<file path="config.mk">
export PLATFORM = sky130hd
export DESIGN_NAME = tx_st_pause_frame_inserter
export DESIGN_NICKNAME = d
export VERILOG_FILES = /design/src/rtl/tx_pause_pkg.sv /design/src/rtl/tx_pause_word_rom.sv /design/src/rtl/tx_st_pause_frame_inserter.sv
export SDC_FILE = /design/constraint.sdc
export NUM_CORES = 1
export LEC_CHECK = 0
export CORE_MARGIN = 10
export CORE_UTILIZATION = 45
export DETAILED_ROUTE_END_ITERATION = 10
export DONT_BUFFER_PORTS = 1
export PLACE_DENSITY = 0.67
export SLEW_MARGIN = 10
export SYNTH_ARGS = -nofsm -noshare
export SYNTH_HDL_FRONTEND = slang
export SYNTH_SLANG_ARGS = --single-unit
</file>
<file path="constraint.sdc">
create_clock -name clk -period 1.8 [get_ports clk]
set_input_delay 0.36 -clock clk [delete_from_list [all_inputs] [get_ports clk]]
set_output_delay 0.36 -clock clk [all_outputs]
set_load 0.01 [all_outputs]
</file>
<file path="src/rtl/tx_pause_pkg.sv">
// rtl/tx_pause_pkg.sv - shared types, constants and pause word builder for the pause frame inserter
package tx_pause_pkg;

    typedef enum logic [1:0] {
        ST_IDLE,
        ST_PKT,
        ST_PAUSE
    } state_e;

    localparam int          PAUSE_WORDS      = 8;
    localparam logic [2:0]  PAUSE_LAST_EMPTY = 3'd4;

    localparam logic [47:0] DEF_PAUSE_DA     = 48'h0180C2000001;
    localparam logic [15:0] DEF_PAUSE_TYPE   = 16'h8808;
    localparam logic [15:0] DEF_PAUSE_OPCODE = 16'h0001;

    // 60-byte MAC-control frame, MSB-first; words 3..7 are zero padding
    function automatic logic [63:0] pause_word(
        input logic [2:0]  n,
        input logic [47:0] sa,
        input logic [15:0] quanta,
        input logic [47:0] da,
        input logic [15:0] etype,
        input logic [15:0] opcode
    );
        logic [63:0] w;
        case (n)
            3'd0:    w = {da, sa[47:32]};
            3'd1:    w = {sa[31:0], etype, opcode};
            3'd2:    w = {quanta, 48'h0};
            default: w = 64'h0;
        endcase
        return w;
    endfunction

endpackage

</file>
<file path="src/rtl/tx_pause_word_rom.sv">
// rtl/tx_pause_word_rom.sv - combinational generator of the eight pause frame data words
module tx_pause_word_rom
    import tx_pause_pkg::*;
#(
    parameter logic [47:0] PAUSE_DA     = DEF_PAUSE_DA,
    parameter logic [15:0] PAUSE_TYPE   = DEF_PAUSE_TYPE,
    parameter logic [15:0] PAUSE_OPCODE = DEF_PAUSE_OPCODE
) (
    input  logic [2:0]  wcnt_i,
    input  logic [47:0] sa_i,
    input  logic [15:0] quanta_i,
    output logic [63:0] word_o
);

    assign word_o = pause_word(wcnt_i, sa_i, quanta_i, PAUSE_DA, PAUSE_TYPE, PAUSE_OPCODE);

endmodule

</file>
<file path="src/rtl/tx_st_pause_frame_inserter.sv">
// rtl/tx_st_pause_frame_inserter.sv - merges client TX packets with PAUSE frames at packet boundaries
module tx_st_pause_frame_inserter
    import tx_pause_pkg::*;
#(
    parameter logic [47:0] PAUSE_DA     = DEF_PAUSE_DA,
    parameter logic [15:0] PAUSE_TYPE   = DEF_PAUSE_TYPE,
    parameter logic [15:0] PAUSE_OPCODE = DEF_PAUSE_OPCODE
) (
    input  logic        clk,
    input  logic        reset_n,
    output logic        in_ready,
    input  logic        in_valid,
    input  logic [63:0] in_data,
    input  logic        in_error,
    input  logic        in_startofpacket,
    input  logic        in_endofpacket,
    input  logic [2:0]  in_empty,
    input  logic        out_ready,
    output logic        out_valid,
    output logic [63:0] out_data,
    output logic        out_error,
    output logic        out_startofpacket,
    output logic        out_endofpacket,
    output logic [2:0]  out_empty,
    input  logic        pause_req,
    input  logic [15:0] pause_quanta,
    input  logic [47:0] mac_src_addr,
    output logic        pause_busy,
    output logic        pause_sent
);

    state_e      state_q, state_d;
    logic [2:0]  wcnt_q, wcnt_d;
    logic        pend_q, pend_d;
    logic [15:0] quanta_q, quanta_d;
    logic [15:0] frame_quanta_q, frame_quanta_d;
    logic        sent_q, sent_d;
    logic [63:0] pause_data;
    logic        pass;

    tx_pause_word_rom #(
        .PAUSE_DA     (PAUSE_DA),
        .PAUSE_TYPE   (PAUSE_TYPE),
        .PAUSE_OPCODE (PAUSE_OPCODE)
    ) u_rom (
        .wcnt_i   (wcnt_q),
        .sa_i     (mac_src_addr),
        .quanta_i (frame_quanta_q),
        .word_o   (pause_data)
    );

    always_ff @(posedge clk or negedge reset_n) begin
        if (!reset_n) begin
            state_q        <= ST_IDLE;
            wcnt_q         <= 3'd0;
            pend_q         <= 1'b0;
            quanta_q       <= 16'h0;
            frame_quanta_q <= 16'h0;
            sent_q         <= 1'b0;
        end else begin
            state_q        <= state_d;
            wcnt_q         <= wcnt_d;
            pend_q         <= pend_d;
            quanta_q       <= quanta_d;
            frame_quanta_q <= frame_quanta_d;
            sent_q         <= sent_d;
        end
    end

    always_comb begin
        state_d           = state_q;
        wcnt_d            = wcnt_q;
        pend_d            = pend_q | pause_req;
        quanta_d          = pause_req ? pause_quanta : quanta_q;
        frame_quanta_d    = frame_quanta_q;
        sent_d            = 1'b0;
        in_ready          = 1'b0;
        out_valid         = 1'b0;
        out_data          = 64'h0;
        out_error         = 1'b0;
        out_startofpacket = 1'b0;
        out_endofpacket   = 1'b0;
        out_empty         = 3'd0;
        pass              = (state_q == ST_PKT) || (state_q == ST_IDLE && !pend_q);

        case (state_q)
            ST_IDLE: begin
                // a request arriving in the hand-off cycle is folded into this frame
                if (pend_q) begin
                    state_d        = ST_PAUSE;
                    wcnt_d         = 3'd0;
                    frame_quanta_d = quanta_d;
                    pend_d         = 1'b0;
                end else if (in_valid && out_ready && in_startofpacket && !in_endofpacket) begin
                    state_d = ST_PKT;
                end
            end
            ST_PKT: begin
                if (in_valid && out_ready && in_endofpacket) begin
                    state_d = ST_IDLE;
                end
            end
            ST_PAUSE: begin
                out_valid         = 1'b1;
                out_data          = pause_data;
                out_startofpacket = (wcnt_q == 3'd0);
                out_endofpacket   = (wcnt_q == 3'(PAUSE_WORDS - 1));
                out_empty         = out_endofpacket ? PAUSE_LAST_EMPTY : 3'd0;
                if (out_ready) begin
                    wcnt_d = wcnt_q + 3'd1;
                    if (wcnt_q == 3'(PAUSE_WORDS - 1)) begin
                        state_d = ST_IDLE;
                        sent_d  = 1'b1;
                    end
                end
            end
            default: state_d = ST_IDLE;
        endcase

        // gating with reset_n keeps the stream quiet while reset is held
        if (pass && reset_n) begin
            in_ready          = out_ready;
            out_valid         = in_valid;
            out_data          = in_data;
            out_error         = in_error;
            out_startofpacket = in_startofpacket;
            out_endofpacket   = in_endofpacket;
            out_empty         = in_empty;
        end
    end

    assign pause_busy = pend_q || (state_q == ST_PAUSE);
    assign pause_sent = sent_q;

endmodule

</file>
* Yosys cells after proc, flatten, opt, wreduce, memory -nomap -nowiden
Index checks and enable logic that the tools add are counted.
** Operators by class
- $add $sub $neg :: 1
- Eq/ne operators :: 10
- Multiplexer cells :: 29
- Bitwise operators :: 1
- Reductions and logical operators :: 16
** Operators with widths (number)
- $pmux 64 s3 :: 1
- $mux 64 :: 2
- $mux 16 :: 1
- $mux 3 :: 5
- $mux 1 :: 13
- $mux 2 :: 5
- $logic_and 1x1->1 :: 6
- $ne 2x2->1 const B :: 3
- $pmux 2 s3 :: 1
- $pmux 3 s2 :: 1
- $reduce_and 4->1 :: 1
- $add 3x1->3 const B :: 1
- $eq 3x1->1 const B :: 1
- $eq 3x2->1 const B :: 1
- $eq 3x3->1 const B :: 1
- $logic_not 3->1 :: 1
- $ne 3x2->1 const B :: 1
- $reduce_and 3->1 :: 1
- $eq 2x1->1 const B :: 1
- $eq 2x2->1 const B :: 1
- $logic_not 1->1 :: 2
- $logic_not 2->1 :: 1
- $logic_or 1x1->1 :: 2
- $ne 2x1->1 const B :: 1
- other kinds (3) :: 3
** Storage, ports and cells
- Bits in registers :: 39
- Input port bits :: 139
- Output and inout port bits :: 74
- Logic and storage cells :: 63

* Logic depth before layout (Yosys ltp)
Gate-level depths: netlist of run 1.
- Word-level depth :: 6
- Gate-level depth with buffers :: 6
- Depth with buffers taken out :: 4

* Modules after synthesis
A second synthesis of run 1 with hierarchy kept.
** Unflattened totals
- Cell total of the unflattened synthesis :: 300
- Area total of the unflattened synthesis :: 3136.8 um2
** By module, submodules not included
- tx_st_pause_frame_inserter :: times used 1, cells each 188, area an instance 2329.7 um2, seq. area each 975.9 um2
- tx_pause_word_rom :: times used 1, cells each 112, area an instance 807.0 um2, seq. area each 0.0 um2

* Worst setup path after synthesis of run 1
No wires, ideal clock.
- Path kind :: reg2out
- Start :: register wcnt_q[1]
- End :: output out_data[60]
- Arrival :: 1.416 ns
- Required time :: 1.440 ns
- Path slack :: 0.024 ns
- Stages on the path, launching flop included :: 7
- Buffers on the path :: 2
- Path through :: dfrtp_1 -> inv_1 -> ha_1 -> and2_4 -> buf_6 -> buf_6 -> a221o_1
** On the way
- Word-level cells in the longest chain between the ends :: 4
- Elaborated cells on any way between the ends :: 6
- Classes of those cells :: eq/ne: 2; mux: 3; reduce/logical: 1
** RTL lines
- from (decl) :: RTL line tx_st_pause_frame_inserter.sv:33 : logic [2:0] wcnt_q, wcnt_d;
- from (signal assigned) :: RTL line tx_st_pause_frame_inserter.sv:62 : wcnt_q <= wcnt_d;
- $eq 3x2->1 (tied with other cells) :: RTL line tx_pause_pkg.sv:27 : case (n)
- $pmux 64 s3 * :: RTL line tx_pause_pkg.sv:27
- $mux 64 * :: RTL line tx_st_pause_frame_inserter.sv:86 : case (state_q)
- $mux 64 * :: RTL line tx_st_pause_frame_inserter.sv:121 : if (pass && reset_n) begin
- to (decl) :: RTL line tx_st_pause_frame_inserter.sv:20 : output logic [63:0] out_data,
Mark *: on every way between the ends. The rest lies on a longest branch, timed or not.

* Worst setup path in the final report of run 1
- Start :: register wcnt_q[1]
- End :: output out_data[62]
The elaborated chain is that of the path after synthesis.

==> metrics.txt, run 1 <==
Power Total ~0.0042 W; layout net count slightly below 400; CORE AREA 5205 um^2; Fin. Hold Viols 0; Pre-Repair DR Iteration Count 4; busiest metal layer after global routing met2; gpl congestion slightly above 0.9; failing checks negative setup slack; post-layout util 0.6815; Worst Path Required between 1 and 1.5 ns; Post-Layout Cell Count ~320; YS warnings 0; clk root buf clkbuf_8; Worst Hold Class in2reg; Setup violations, final 67; Syn-to-layout area delta 44.35%; VDD IR max ~840 uV; post-route cell area about 3500 um^2; placed cell area between 2000 and 3000 um^2; pwr dens 1188 nW/um^2; PnR worst setup slack -0.2620 ns; vias in the first global route about 2100; initial core utilization 0.4721; post-synthesis sequential area ratio 0.3971; Num CTS Buffers 5; critical path class reg2out; # H-tree levels 2; clock insertion delay at the later pin of the skew report about 0.29 ns; max-cap viol count 0; GRT Util Overall 0.2164; chip width ~94 um; PortBufs 0; share of layout cells above drive strength 1 0.5709; largest net degree at the start of global routing 40; cell area after synthesis ~2500 um^2; number of synthesized register bits 39; Final Cycle Share 1.146; row cnt 26; TritonCTS clock tree yes; met1 usage in global routing 0.2168; Initial DRC Count roughly 130; crit path DAT 1.70 ns; CTS Sinks 39; num ports 213; drt total wl 10.78 mm; FMAX around 480 MHz; max-slew violation count 0; Syn Area/Cell approximately 12 um^2; RSZ-0062 raised after global routing true; drt wl/cell 33.90 um; status finished with violations; die area around 9000 um^2; Slew @ Worst Pin 0.3913 ns; Multi-input gate area roughly 1700 um^2; post-DP HPWL about 7.6 mm; Clock Skews about 0.0019 ns; first-pass GRT wire length ~14 mm; Clock Tree Buf Depth 2; vias per std cell approximately 6.5; CP endpoint kind primary output; Slew HR 0.7364; peak fanout along the critical path 13; # fillers 371; Cells after Synth 213; initial antenna violation count 1; Min Clock Period, post-route a little over 2 ns; Via Count between 2000 and 2500; post-route ant nets 0; DP Cell Count approximately 280; Seq. cell area 977.2 um^2; met3 Usage GRT 0.09512; DRC violations left 0; leakage approximately 1.7 nW; Reg clk slew, reported paths around 0.070 ns; worst-case hold slack 0.1630 ns; gr ovfl total 0; GR Util met2 0.3802; count of cell types in the netlist 28; net count after synthesis around 360; CP Launch Type flop; Chip Height approximately 94 um
-- cells by family (layout without fill, tap and decap cells) --
logic type	count (synthesis)	count (layout)	synth area share
compound gates	71	71	0.2566
other cells	0	1	0
simple gates	39	39	0.1044
buf+inv	26	60	0.06568
flops	39	39	0.3972
fa+ha+maj	5	5	0.02546
mux	33	33	0.1507
-- flip-flops by register name (all words and copies together) (netlist names) --
signal and cells:
state_q 2, frame_quanta_q 16, wcnt_q 3, quanta_q 16, pend_q 1, pause_sent 1
-- worst max-delay path, stage by stage, from the launching register on --
cell and delay, ns:
dfrtp_1 0.44, inv_2 0.07, ha_2 0.18, and2_4 0.16
buf_12 0.15, a221o_1 0.40
-- cells in the final DEF, fill, tap and decap left out, types with 2 or more instances in the layout --
cell type  netlist  layout
a22o_1          39      18
o2bb2ai_4        0       2
buf_4            2      20
clkbuf_8         0       5
nor2_1           4       4
buf_6            6       6
a21o_1           6       5
clkbuf_16        0       4
ha_2             0       2
mux2_4           0      13
mux2_2          32      19
dfrtp_1         39      38
and2_4           1      18
and3_1          12      12
a221o_1         18      18
buf_12           0      12
inv_2            0       4
ha_4             0       3
buf_16           0       4
a22o_4           0      21
-- final timing paths --
kind                                        start                end  slack (ns)  depth (start not counted)
max in group asynchronous                 reset_n         state_q[0]        1.07                          2
worst max register to register             pend_q  frame_quanta_q[4]        0.06                          8
worst max-delay path                    wcnt_q[1]       out_data[62]       -0.26                          5
worst min register to register  frame_quanta_q[9]  frame_quanta_q[9]        0.50                          1
min in group asynchronous                 reset_n  frame_quanta_q[4]        0.53                          2
worst min-delay path                     in_valid         state_q[0]        0.16                          1
-- timing repair --
action	in CTS	in global routing
hold buffers	2	0
gates resized for setup	72	22
gates cloned	5	4
setup endpoints to repair	67	89
buffers inserted	14	7
pin swaps	28	21
hold endpoints to repair	39	0
-- per-stage QoR --
step,worst slack [ns],TNS [ns]
6_report,-0.2620,-11.74
5_1_grt,-0.2815,-13.74
4_1_cts,-0.2277,-12.85
3_5_place_dp,-0.01423,-0.02391
3_3_place_gp,0.03815,0
2_1_floorplan,0.02361,0
-- cell type report --
type | count | share of cell area
diodes | 1 | 0.0007055
clock buffers | 6 | 0.02046
clock inverters | 2 | 0.003527
inverters | 5 | 0.005291
multi-input cells | 148 | 0.4787
flip-flops and latches | 39 | 0.2755
well taps | 70 | 0.02469
repair buffers | 47 | 0.1912
-- cells in the mapped netlist, drive strengths merged --
library cell,number,share of area
nor3b,1,0.0076
a221o,18,0.073
mux2,32,0.15
and3,12,0.031
nand2b,1,0.0025
a22o,39,0.14
a41oi,1,0.0036
o2bb2ai,2,0.0071
o211a,1,0.0041
and2,18,0.047
a31oi,1,0.0025
mux2i,1,0.0041
inv,5,0.0076
a21o,6,0.018
buf,17,0.052
ha,5,0.025
clkbuf,4,0.0061
o21ai,1,0.0020
nand2,1,0.0015
nor3,1,0.0066
a311oi,1,0.0036
dfrtp,39,0.40
o21bai,1,0.0031
nor2,4,0.0061
nor2b,1,0.0025
-- layer usage --
| layer | share of wire | routed length (um) |
|---|---|---|
| met4 | 0.029 | 310 |
| met2 | 0.53 | 5711 |
| met1 | 0.34 | 3656 |
| met5 | 0 | 0 |
| met3 | 0.10 | 1103 |
-- report_power, final --
part / switching (W) / total, W / internal (W)
Sequential: 0.000135 / 0.00125 / 0.00111
Combinational: 0.00108 / 0.00238 / 0.00130
Clock: 0.000314 / 0.000585 / 0.000271
Total: 0.00153 / 0.00421 / 0.00269
Note: power is estimated with default switching activity, not from simulation.
==> run 2, diff against run 1 <==
--- a/config.mk
+++ b/config.mk
@@ -5,6 +5,7 @@
 export SDC_FILE = /design/constraint.sdc
 export NUM_CORES = 1
 export LEC_CHECK = 0
+export ABC_CLOCK_PERIOD_IN_PS = 1800
 export CORE_MARGIN = 10
 export CORE_UTILIZATION = 45
 export DETAILED_ROUTE_END_ITERATION = 10
==> results of run 2 <==
The final DEF is identical to that of run 1; final timing and power are the same.
